--- src/rtl/delay_tab_sweep_ctrl_if.sv ---
// Control, status and loop-interface signals of the delay-tab sweep scheduler.
// The slave modport is the scheduler; the master modport is the bank/loop side driving it.
interface delay_tab_sweep_ctrl_if #(
    parameter int unsigned TAB_WIDTH = 5
);
    logic                         i_start;
    logic                         i_abort;
    logic [TAB_WIDTH-1:0]         i_tab_min;
    logic [TAB_WIDTH-1:0]         i_tab_max;
    logic                         o_wr_delay_tabs;
    logic [TAB_WIDTH-1:0]         o_delay_tabs;
    logic                         o_loop_start;
    logic                         i_loop_done;
    logic                         i_loop_fail;
    logic                         i_loop_timeout;
    logic                         o_busy;
    logic                         o_done;
    logic                         o_range_err;
    logic                         o_no_window;
    logic [(1 << TAB_WIDTH)-1:0]  o_pass_map;
    logic [TAB_WIDTH-1:0]         o_best_tab;
    logic [TAB_WIDTH:0]           o_win_len;

    modport master (
        output i_start, i_abort, i_tab_min, i_tab_max,
        output i_loop_done, i_loop_fail, i_loop_timeout,
        input  o_wr_delay_tabs, o_delay_tabs, o_loop_start, o_busy, o_done,
        input  o_range_err, o_no_window, o_pass_map, o_best_tab, o_win_len
    );

    modport slave (
        input  i_start, i_abort, i_tab_min, i_tab_max,
        input  i_loop_done, i_loop_fail, i_loop_timeout,
        output o_wr_delay_tabs, o_delay_tabs, o_loop_start, o_busy, o_done,
        output o_range_err, o_no_window, o_pass_map, o_best_tab, o_win_len
    );
endinterface

--- src/rtl/delay_tab_sweep_ctrl.sv ---
// Delay-tab sweep scheduler: steps the receive delay tab over [min, max], runs pattern loops
// per tab, builds a pass map and finally writes the centre of the longest passing window.
module delay_tab_sweep_ctrl #(
    parameter int unsigned TAB_WIDTH     = 5,
    parameter int unsigned SETTLE_CYCLES = 16,
    parameter int unsigned LOOPS_PER_TAB = 4
) (
    input logic                   i_clk,
    input logic                   i_arst,
    delay_tab_sweep_ctrl_if.slave bus
);
    localparam int unsigned MAP_W  = 1 << TAB_WIDTH;
    localparam int unsigned LEN_W  = TAB_WIDTH + 1;
    localparam int unsigned SET_W  = $clog2(SETTLE_CYCLES + 1);
    localparam int unsigned LOOP_W = $clog2(LOOPS_PER_TAB + 1);

    localparam logic [SET_W-1:0]  SETTLE_LAST = SET_W'(SETTLE_CYCLES - 1);
    localparam logic [LOOP_W-1:0] LOOP_LAST   = LOOP_W'(LOOPS_PER_TAB);

    localparam logic [2:0] IDLE      = 3'd0;
    localparam logic [2:0] SET_TAB   = 3'd1;
    localparam logic [2:0] SETTLE    = 3'd2;
    localparam logic [2:0] RUN       = 3'd3;
    localparam logic [2:0] WAIT      = 3'd4;
    localparam logic [2:0] EVAL      = 3'd5;
    localparam logic [2:0] FINAL_SET = 3'd6;
    localparam logic [2:0] DONE      = 3'd7;

    logic [2:0]           state_q, state_d;
    logic [TAB_WIDTH-1:0] tab_q, tab_d;
    logic [TAB_WIDTH-1:0] tab_min_q, tab_min_d;
    logic [TAB_WIDTH-1:0] tab_max_q, tab_max_d;
    logic [SET_W-1:0]     settle_cnt_q, settle_cnt_d;
    logic [LOOP_W-1:0]    loop_cnt_q, loop_cnt_d;
    logic                 tab_fail_q, tab_fail_d;
    logic [LEN_W-1:0]     cur_len_q, cur_len_d;
    logic [TAB_WIDTH-1:0] cur_start_q, cur_start_d;
    logic [LEN_W-1:0]     best_len_q, best_len_d;
    logic [TAB_WIDTH-1:0] best_start_q, best_start_d;

    logic                 wr_q, wr_d;
    logic [TAB_WIDTH-1:0] delay_tabs_q, delay_tabs_d;
    logic                 loop_start_q, loop_start_d;
    logic                 busy_q, busy_d;
    logic                 done_q, done_d;
    logic                 range_err_q, range_err_d;
    logic                 no_window_q, no_window_d;
    logic [MAP_W-1:0]     pass_map_q, pass_map_d;
    logic [TAB_WIDTH-1:0] best_tab_q, best_tab_d;
    logic [LEN_W-1:0]     win_len_q, win_len_d;

    logic [LOOP_W-1:0]    loop_next;
    logic                 fail_next;
    logic [LEN_W-1:0]     best_half;

    always_comb begin
        state_d      = state_q;
        tab_d        = tab_q;
        tab_min_d    = tab_min_q;
        tab_max_d    = tab_max_q;
        settle_cnt_d = settle_cnt_q;
        loop_cnt_d   = loop_cnt_q;
        tab_fail_d   = tab_fail_q;
        cur_len_d    = cur_len_q;
        cur_start_d  = cur_start_q;
        best_len_d   = best_len_q;
        best_start_d = best_start_q;
        wr_d         = 1'b0;
        delay_tabs_d = delay_tabs_q;
        loop_start_d = 1'b0;
        busy_d       = busy_q;
        done_d       = 1'b0;
        range_err_d  = range_err_q;
        no_window_d  = no_window_q;
        pass_map_d   = pass_map_q;
        best_tab_d   = best_tab_q;
        win_len_d    = win_len_q;
        loop_next    = loop_cnt_q + LOOP_W'(1);
        fail_next    = tab_fail_q | bus.i_loop_fail;
        best_half    = (best_len_q - LEN_W'(1)) >> 1;

        if (state_q != IDLE && bus.i_abort) begin
            // Abort keeps the partial map and result registers; the tab is left where it is.
            state_d = IDLE;
            busy_d  = 1'b0;
        end else begin
            case (state_q)
                IDLE: begin
                    if (bus.i_start) begin
                        if (bus.i_tab_min <= bus.i_tab_max) begin
                            tab_min_d    = bus.i_tab_min;
                            tab_max_d    = bus.i_tab_max;
                            tab_d        = bus.i_tab_min;
                            pass_map_d   = '0;
                            cur_len_d    = '0;
                            cur_start_d  = '0;
                            best_len_d   = '0;
                            best_start_d = '0;
                            range_err_d  = 1'b0;
                            no_window_d  = 1'b0;
                            busy_d       = 1'b1;
                            state_d      = SET_TAB;
                        end else begin
                            range_err_d = 1'b1;
                        end
                    end
                end
                SET_TAB: begin
                    wr_d         = 1'b1;
                    delay_tabs_d = tab_q;
                    loop_cnt_d   = '0;
                    tab_fail_d   = 1'b0;
                    settle_cnt_d = '0;
                    state_d      = SETTLE;
                end
                SETTLE: begin
                    if (settle_cnt_q == SETTLE_LAST) begin
                        state_d = RUN;
                    end else begin
                        settle_cnt_d = settle_cnt_q + SET_W'(1);
                    end
                end
                RUN: begin
                    loop_start_d = 1'b1;
                    state_d      = WAIT;
                end
                WAIT: begin
                    // A timeout outranks a simultaneous done and skips the remaining loops.
                    if (bus.i_loop_timeout) begin
                        tab_fail_d = 1'b1;
                        state_d    = EVAL;
                    end else if (bus.i_loop_done) begin
                        tab_fail_d = fail_next;
                        loop_cnt_d = loop_next;
                        state_d    = (loop_next == LOOP_LAST || fail_next) ? EVAL : RUN;
                    end
                end
                EVAL: begin
                    pass_map_d[tab_q] = ~tab_fail_q;
                    if (!tab_fail_q) begin
                        cur_len_d = cur_len_q + LEN_W'(1);
                        if (cur_len_q == '0) begin
                            cur_start_d = tab_q;
                        end
                    end else begin
                        cur_len_d = '0;
                    end
                    // Strictly greater, so the lowest of equal-length windows is kept.
                    if (cur_len_d > best_len_q) begin
                        best_len_d   = cur_len_d;
                        best_start_d = cur_start_d;
                    end
                    if (tab_q == tab_max_q) begin
                        state_d = FINAL_SET;
                    end else begin
                        tab_d   = tab_q + TAB_WIDTH'(1);
                        state_d = SET_TAB;
                    end
                end
                FINAL_SET: begin
                    if (best_len_q == '0) begin
                        best_tab_d  = tab_min_q;
                        no_window_d = 1'b1;
                    end else begin
                        best_tab_d = best_start_q + TAB_WIDTH'(best_half);
                    end
                    win_len_d    = best_len_q;
                    wr_d         = 1'b1;
                    delay_tabs_d = best_tab_d;
                    state_d      = DONE;
                end
                DONE: begin
                    done_d  = 1'b1;
                    busy_d  = 1'b0;
                    state_d = IDLE;
                end
                default: state_d = IDLE;
            endcase
        end
    end

    always_ff @(posedge i_clk or posedge i_arst) begin
        if (i_arst) begin
            state_q      <= IDLE;
            tab_q        <= '0;
            tab_min_q    <= '0;
            tab_max_q    <= '0;
            settle_cnt_q <= '0;
            loop_cnt_q   <= '0;
            tab_fail_q   <= 1'b0;
            cur_len_q    <= '0;
            cur_start_q  <= '0;
            best_len_q   <= '0;
            best_start_q <= '0;
            wr_q         <= 1'b0;
            delay_tabs_q <= '0;
            loop_start_q <= 1'b0;
            busy_q       <= 1'b0;
            done_q       <= 1'b0;
            range_err_q  <= 1'b0;
            no_window_q  <= 1'b0;
            pass_map_q   <= '0;
            best_tab_q   <= '0;
            win_len_q    <= '0;
        end else begin
            state_q      <= state_d;
            tab_q        <= tab_d;
            tab_min_q    <= tab_min_d;
            tab_max_q    <= tab_max_d;
            settle_cnt_q <= settle_cnt_d;
            loop_cnt_q   <= loop_cnt_d;
            tab_fail_q   <= tab_fail_d;
            cur_len_q    <= cur_len_d;
            cur_start_q  <= cur_start_d;
            best_len_q   <= best_len_d;
            best_start_q <= best_start_d;
            wr_q         <= wr_d;
            delay_tabs_q <= delay_tabs_d;
            loop_start_q <= loop_start_d;
            busy_q       <= busy_d;
            done_q       <= done_d;
            range_err_q  <= range_err_d;
            no_window_q  <= no_window_d;
            pass_map_q   <= pass_map_d;
            best_tab_q   <= best_tab_d;
            win_len_q    <= win_len_d;
        end
    end

    assign bus.o_wr_delay_tabs = wr_q;
    assign bus.o_delay_tabs    = delay_tabs_q;
    assign bus.o_loop_start    = loop_start_q;
    assign bus.o_busy          = busy_q;
    assign bus.o_done          = done_q;
    assign bus.o_range_err     = range_err_q;
    assign bus.o_no_window     = no_window_q;
    assign bus.o_pass_map      = pass_map_q;
    assign bus.o_best_tab      = best_tab_q;
    assign bus.o_win_len       = win_len_q;
endmodule

--- src/flat_wrapper.sv ---
// flat-port wrapper written by rule: the top's interface ports become plain ports
module delay_tab_sweep_ctrl_flat 
#(
    parameter int unsigned TAB_WIDTH     = 5,
    parameter int unsigned SETTLE_CYCLES = 16,
    parameter int unsigned LOOPS_PER_TAB = 4
)
  (i_clk, i_arst, bus_i_start, bus_i_abort, bus_i_tab_min, bus_i_tab_max, bus_i_loop_done, bus_i_loop_fail, bus_i_loop_timeout, bus_o_wr_delay_tabs, bus_o_delay_tabs, bus_o_loop_start, bus_o_busy, bus_o_done, bus_o_range_err, bus_o_no_window, bus_o_pass_map, bus_o_best_tab, bus_o_win_len);
  delay_tab_sweep_ctrl_if #(.TAB_WIDTH(TAB_WIDTH)) bus_i ();
  input logic i_clk;
  input logic i_arst;
  input wire logic [$bits(bus_i.i_start)-1:0] bus_i_start;
  input wire logic [$bits(bus_i.i_abort)-1:0] bus_i_abort;
  input wire logic [$bits(bus_i.i_tab_min)-1:0] bus_i_tab_min;
  input wire logic [$bits(bus_i.i_tab_max)-1:0] bus_i_tab_max;
  input wire logic [$bits(bus_i.i_loop_done)-1:0] bus_i_loop_done;
  input wire logic [$bits(bus_i.i_loop_fail)-1:0] bus_i_loop_fail;
  input wire logic [$bits(bus_i.i_loop_timeout)-1:0] bus_i_loop_timeout;
  output wire logic [$bits(bus_i.o_wr_delay_tabs)-1:0] bus_o_wr_delay_tabs;
  output wire logic [$bits(bus_i.o_delay_tabs)-1:0] bus_o_delay_tabs;
  output wire logic [$bits(bus_i.o_loop_start)-1:0] bus_o_loop_start;
  output wire logic [$bits(bus_i.o_busy)-1:0] bus_o_busy;
  output wire logic [$bits(bus_i.o_done)-1:0] bus_o_done;
  output wire logic [$bits(bus_i.o_range_err)-1:0] bus_o_range_err;
  output wire logic [$bits(bus_i.o_no_window)-1:0] bus_o_no_window;
  output wire logic [$bits(bus_i.o_pass_map)-1:0] bus_o_pass_map;
  output wire logic [$bits(bus_i.o_best_tab)-1:0] bus_o_best_tab;
  output wire logic [$bits(bus_i.o_win_len)-1:0] bus_o_win_len;
  assign bus_i.i_start = bus_i_start;
  assign bus_i.i_abort = bus_i_abort;
  assign bus_i.i_tab_min = bus_i_tab_min;
  assign bus_i.i_tab_max = bus_i_tab_max;
  assign bus_i.i_loop_done = bus_i_loop_done;
  assign bus_i.i_loop_fail = bus_i_loop_fail;
  assign bus_i.i_loop_timeout = bus_i_loop_timeout;
  assign bus_o_wr_delay_tabs = bus_i.o_wr_delay_tabs;
  assign bus_o_delay_tabs = bus_i.o_delay_tabs;
  assign bus_o_loop_start = bus_i.o_loop_start;
  assign bus_o_busy = bus_i.o_busy;
  assign bus_o_done = bus_i.o_done;
  assign bus_o_range_err = bus_i.o_range_err;
  assign bus_o_no_window = bus_i.o_no_window;
  assign bus_o_pass_map = bus_i.o_pass_map;
  assign bus_o_best_tab = bus_i.o_best_tab;
  assign bus_o_win_len = bus_i.o_win_len;
  delay_tab_sweep_ctrl #(.TAB_WIDTH(TAB_WIDTH), .SETTLE_CYCLES(SETTLE_CYCLES), .LOOPS_PER_TAB(LOOPS_PER_TAB)) u_core (.i_clk(i_clk), .i_arst(i_arst), .bus(bus_i));
endmodule
--- config.mk ---
export PLATFORM = sky130hd
export DESIGN_NAME = delay_tab_sweep_ctrl_flat
export DESIGN_NICKNAME = d
export VERILOG_FILES = /design/src/rtl/delay_tab_sweep_ctrl_if.sv /design/src/rtl/delay_tab_sweep_ctrl.sv /design/src/flat_wrapper.sv
export SDC_FILE = /design/constraint.sdc
export NUM_CORES = 1
export LEC_CHECK = 0
export ABC_AREA = 1
export CAP_MARGIN = 20
export CORE_MARGIN = 2
export CORE_UTILIZATION = 40
export CTS_BUF_LIST = sky130_fd_sc_hd__clkbuf_8
export DETAILED_ROUTE_END_ITERATION = 12
export DONT_BUFFER_PORTS = 1
export SKIP_CTS_REPAIR_TIMING = 1
export SLEW_MARGIN = 5
export SYNTH_ARGS = -nofsm -noshare
export SYNTH_HDL_FRONTEND = slang
export SYNTH_SLANG_ARGS = --single-unit
--- constraint.sdc ---
create_clock -name i_clk -period 4.15 [get_ports i_clk]
set_clock_uncertainty 0.05 [all_clocks]
set_input_delay 0.83 -clock i_clk [delete_from_list [all_inputs] [get_ports i_clk]]
set_output_delay 0.83 -clock i_clk [all_outputs]
set_load 0.02 [all_outputs]
Word-level counts from Yosys, hierarchy flattened:

Cells that the tools add are included.

* flip-flop bits (word level): 103
* output and inout port bits: 54

* add/subtract/negate cells: 6
* magnitude comparators: 4
* equality and inequality tests: 23
* mux-type cells: 59
* bitwise operators: 3
* reductions and logical operators: 27

Operators with widths (count)
* 2-to-1 mux 32 bit: 2
* case mux 32 bit (2 select lines): 1
* 2-to-1 mux 5 bit: 10
* case mux 5 bit (2 select lines): 5
* 2-to-1 mux 6 bit: 6
* bitwise mux 32 bit: 1
* 2-to-1 mux 3 bit: 10
* case mux 3 bit (8 select lines): 1
* case mux 6 bit (2 select lines): 2
* 2-to-1 mux 1 bit: 16
* AND reduction 4 bit: 4
* equality test 3 bit (second input constant): 5
* AND reduction 5 bit: 3
* zero test 6 bit: 2
* AND reduction 3 bit: 4
* adder 5 x 1 -> 5 bit (second input constant): 2
* != test 2 bit (second input constant): 5
* nonzero test 2 bit: 5
* adder 6 x 1 -> 6 bit (second input constant): 1
* equality test 3 x 2 -> 1 bit (second input constant): 2
* greater-than comparator 6 bit: 1
* < comparator 5 x 6 -> 1 bit (second input constant): 1
* != test 2 x 1 -> 1 bit (second input constant): 3
* != test 3 x 1 -> 1 bit (second input constant): 2
* other kinds (22): 28

Depth between registers and ports, before layout:

* depth in word-level cells: 8
* depth in mapped cells: 17

Least setup slack after synthesis:

OpenSTA, ideal clock, no wires.

* kind: input-to-reg
* from: input bus_i_tab_max[4]
* to: register u_core.cur_start_q[3]
* library setup time: 0.126 ns
* arrival: 2.052 ns
* required time: 3.974 ns
* setup slack: 1.922 ns
* cell stages on the path: 12
* buffers on the path: 1
* path through: inv_1 > ha_1 > nand2_1 > inv_1 > nand4_1 > nand3_1 > nand3_2 > nand2_2 > inv_2 > buf_2 > nand2_1 > o21ai_0

* word-level cells in the longest chain between the ends: 3

RTL lines
* from (decl): RTL line flat_wrapper.sv:15 `input wire logic [$bits(bus_i.i_tab_max)-1:0] bus_i_tab_max;`
* less-or-equal comparator 5 bit: RTL line delay_tab_sweep_ctrl.sv:90 `if (bus.i_tab_min <= bus.i_tab_max) begin`
* != test 2 x 1 -> 1 bit (no source line)
* AND reduction 4 bit (no source line)
* to (signal assigned): RTL line delay_tab_sweep_ctrl.sv:214 `cur_start_q <= cur_start_d;`
* to (decl): RTL line delay_tab_sweep_ctrl.sv:37 `logic [TAB_WIDTH-1:0] cur_start_q, cur_start_d;`

Every way passes these cells.
A chain may end at the register's enable or synchronous reset.

Worst setup path in the final report:

* from: register u_core.cur_len_q[2]
* to: register u_core.best_len_q[2]

* word-level cells in the longest chain between the ends: 7
* elaborated cells on any way between the ends: 9
* classes of those cells: add/sub: 1; order compare: 1; eq/ne: 1; mux: 5; reduce/logical: 1

RTL lines
* from (decl): RTL line delay_tab_sweep_ctrl.sv:36 `logic [LEN_W-1:0] cur_len_q, cur_len_d;`
* from (signal assigned): RTL line delay_tab_sweep_ctrl.sv:213 `cur_len_q <= cur_len_d;`
* adder 6 x 1 -> 6 bit *: RTL line delay_tab_sweep_ctrl.sv:141 `cur_len_d = cur_len_q + LEN_W'(1);`
* 2-to-1 mux 6 bit *: RTL line delay_tab_sweep_ctrl.sv:140 `if (!tab_fail_q) begin`
* 2-to-1 mux 6 bit *: RTL line delay_tab_sweep_ctrl.sv:87 `case (state_q)`
* 2-to-1 mux 6 bit *: RTL line delay_tab_sweep_ctrl.sv:82 `if (state_q != IDLE && bus.i_abort) begin`
* greater-than comparator 6 bit: RTL line delay_tab_sweep_ctrl.sv:149 `if (cur_len_d > best_len_q) begin`
* != test 2 x 1 -> 1 bit (no source line)
* AND reduction 5 bit (no source line)
* to (signal assigned): RTL line delay_tab_sweep_ctrl.sv:215 `best_len_q <= best_len_d;`
* to (decl): RTL line delay_tab_sweep_ctrl.sv:38 `logic [LEN_W-1:0] best_len_q, best_len_d;`

Every way passes the cells marked *; elsewhere a longest branch is shown, timed or not. The select of a mux whose other input is x is not followed.

==> reports/metrics.yaml <==
drt_iter0_drc: 273
cp.required_ps: 4390
powerDensity_nw_per_um2: 477
p_total_mw: 3.00
synth_flop_cell: "dfrtp_1"
crit_chain: "nand4_1 -> nor2_1 -> nand2_1 -> nand3_1 -> inv_1 -> ha_1 -> nand2_1 -> nor2_1 -> nand2_1 -> nand3_1 -> nand2_1 -> nand2_1 -> nand3_1 -> nand2_1 -> nand2_1"
die_height_um: 126
critPathLaunchType: "flop"
rsz0062_at_grt: "no"
worst_pin_slew_ps: 728
drc_errors: 0
synth-edff-count: 0
yosysMostFrequentCell: "nand2_1"
p_switching_mw: 1.27
muxShareOfSynthArea_pct: 0
cpMaxStageDelayCell: "dfrtp_1"
max_cap_violations: 0
dieWidth_um: 126
cts_buffers: 9
synth_fp_nets: 871
startpoint: "u_core.cur_len_q[2]"
via_per_inst: 4.85
crit_path_max_incr_delay_ps: 450
maxUsedRoutingLayer: "met4"
fin_crit_sh_pct: 63.5
num_vias: 4871
syn-cell-area_um2: 5950
synth-seq-cells: 103
crit_fanout: 12
yosys.area_share.simple_pct: 31.6
place_inst: 989
rr_startpoint: "u_core.cur_len_q[2]"
swShare_pct: 42.4
met1_length_um: 6800
setup_violations: 0
timing.rr.end: "u_core.best_len_q[2]"
grt_overflow: 0
post-route-min-period_ps: 2640
clk_pin_slew_worst_paths_ps: 100
utilization_pct: 43.2
wl_um: 14400
clkPwrFrac_pct: 21.7
rrSetupSlack_ps: 1510
hold_path_class: "in -> async"
synthXorXnorAreaFrac_pct: 1.03
clock_latency_ps: 390
antenna_found_initial: 0
seqPwrFrac_pct: 45.7
pin_count: 71
start_util_pct: 40.9
ys.warnings.count: 0
hpwl_um: 10400
grt_pass1_wl_um: 24500
endpoint: "u_core.best_len_q[2]"
final_cells: 1005
wl_met3_um: 1130
critPathCaptureType: "flop"
wl_per_cell_um: 14.3
route.met2.wl_um: 6310
slew_viol_final: 0
diodes: 0
cts_root_buffer: "clkbuf_8"
clock_sinks: 103
first_global_vias: 4763
port_buffers: 0
ys_top_cells_by_count: "nand2_1, inv_1, dfrtp_1"
max_freq_mhz: 379
status: "completed"
leakagePower_nw: 3.38
synth.avg_cell_area_um2: 7.20
ctsHtreeMaxLevel: 3
synth_top_family_by_area: "simple AND/OR/NAND/NOR gates"
synth_cell_types: 33
ant_nets: 0
ys_top_cells_by_area: "dfrtp_1, nand2_1, inv_1"
ir_drop_v: 0.000171
nets: 861
yosys.area_share.adder_pct: 6.01
postSynth.asyncResetShare_pct: 100
syn_inst: 826
cell_internal_pwr_mw: 1.72
crit_top_cell: "nand2_1"
die_area_um2: 15900
clock_path_buffers: 2
rr_worst_depth: 15
rows: 44
grt_max_degree: 56
core_um2: 14500
maxSlewHeadroom_pct: 51.4
setup_tns_ps: 0
yosysSeqAreaShare_pct: 43.3
tritoncts: "yes"
critPathArrivalTime_ps: 2880
area_growth_pct: 5.57
routabilityCongestion: 0.838
grt_usage_pct: 19.2
hold_viol: 0
final_layout_size_suffix_gt1_share_pct: 4.63
synth.top_cell.area_share_pct: 43.3
drtPass1Iterations: 4
combPwrFrac_pct: 32.5
setup.worst_path.class: "reg -> reg"
synth-compound-area-share_pct: 8.60
yosys.area.top_type: "dfrtp_1"
==> cell families (layout without fill, tap and decap cells) <==
logic type	count (synthesis)	after routing
flip-flops	103	103
AO/OA/AOI/OAI	96	96
buffers and inverters	139	134
XOR/XNOR	7	7
AND/OR/NAND/NOR	453	453
adder cells (fa/ha/maj)	28	28
==> area by class of cell <==
class,count,area (µm²)
tap,184,230
multi-input combinational,584,2810
timing repair buffer,5,37.5
fill,1511,8250
clock buffer,10,138
sequential,103,2580
inverter,113,427
clock inverter,6,62.6
==> critical path: cells and delay by family, from the launching register on <==
family / cells / cell delay [ps]
simple gates: 13 / 1690
fa+ha+maj: 1 / 290
buf+inv: 1 / 50
flops: 1 / 450
==> how the worst min path moves through the flow <==
stage	endpoint	slack [ps]	cells past startpoint
2_1_floorplan	u_core.tab_min_q[3]	380	2
4_1_cts	u_core.bus.o_done	380	1
3_3_place_gp	u_core.tab_min_q[4]	420	2
5_1_grt	u_core.settle_cnt_q[1]	410	1
6_report	u_core.bus.o_done	360	1
3_5_place_dp	u_core.tab_min_q[3]	420	2
==> sequential cells by signal, indices dropped and copies added, names as in the netlist, 3 cells and up <==
| register | cells |
|---|---|
| u_core.best_len_q | 6 |
| u_core.best_start_q | 5 |
| u_core.bus.o_best_tab | 5 |
| u_core.bus.o_delay_tabs | 5 |
| u_core.bus.o_pass_map | 32 |
| u_core.bus.o_win_len | 6 |
| u_core.cur_len_q | 6 |
| u_core.cur_start_q | 5 |
| u_core.loop_cnt_q | 3 |
| u_core.settle_cnt_q | 5 |
| u_core.state_q | 3 |
| u_core.tab_max_q | 5 |
| u_core.tab_min_q | 5 |
| u_core.tab_q | 5 |
==> metrics by stage <==
| step | hold WS, ps | worst slack (ps) | area (µm²) |
|---|---|---|---|
| floorplan | 384 | 566 | 5950 |
| global placement | 417 | 1450 | 6080 |
| detailed placement | 421 | 1410 | 6080 |
| CTS | 381 | 1480 | 6280 |
| global route | 405 | 1160 | 6280 |
| finish | 358 | 1510 | 6280 |
==> power groups by stage <==
| stage | Clock [mW] | Combinational, mW | Sequential, mW |
|---|---|---|---|
| 3_3_place_gp | 0 | 0.982 | 1.38 |
| 6_report | 0.652 | 0.975 | 1.37 |
| 5_1_grt | 0.710 | 1.14 | 1.39 |
| 3_5_place_dp | 0 | 0.980 | 1.39 |
| 4_1_cts | 0.675 | 0.986 | 1.37 |
| 2_1_floorplan | 0 | 0.812 | 1.30 |
==> layer usage <==
| metal | global-route usage [%] | vias to the layer above |
|---|---|---|
| met5 | 0 | - |
| met4 | 4.78 | 0 |
| met1 | 26.3 | 2190 |
| met2 | 29.0 | 94 |
| met3 | 7.05 | 11 |
| li1 | - | 2576 |
==> layout by cell type, fill, tap and decap left out, types with 2 or more instances in the layout <==
| cell | synthesis | final |
|---|---|---|
| o21ai_1 | 7 | 7 |
| nand2_2 | 3 | 3 |
| dfrtp_1 | 103 | 103 |
| clkinv_4 | 0 | 2 |
| inv_1 | 107 | 108 |
| a21oi_1 | 19 | 19 |
| nor3_1 | 8 | 8 |
| nor2_4 | 2 | 2 |
| o21bai_1 | 2 | 2 |
| xor2_1 | 6 | 6 |
| clkbuf_8 | 0 | 10 |
| o211ai_1 | 2 | 2 |
| nor2_1 | 50 | 50 |
| o21ai_0 | 61 | 61 |
| clkinv_1 | 2 | 2 |
| nand4_1 | 8 | 8 |
| or2_2 | 3 | 3 |
| nand2_1 | 297 | 297 |
| buf_4 | 3 | 5 |
| a21oi_2 | 2 | 2 |
| nand3_1 | 78 | 78 |
| ha_1 | 27 | 27 |
| nand3_2 | 2 | 2 |
| inv_2 | 4 | 4 |
Power figures use the tool's default switching activity.
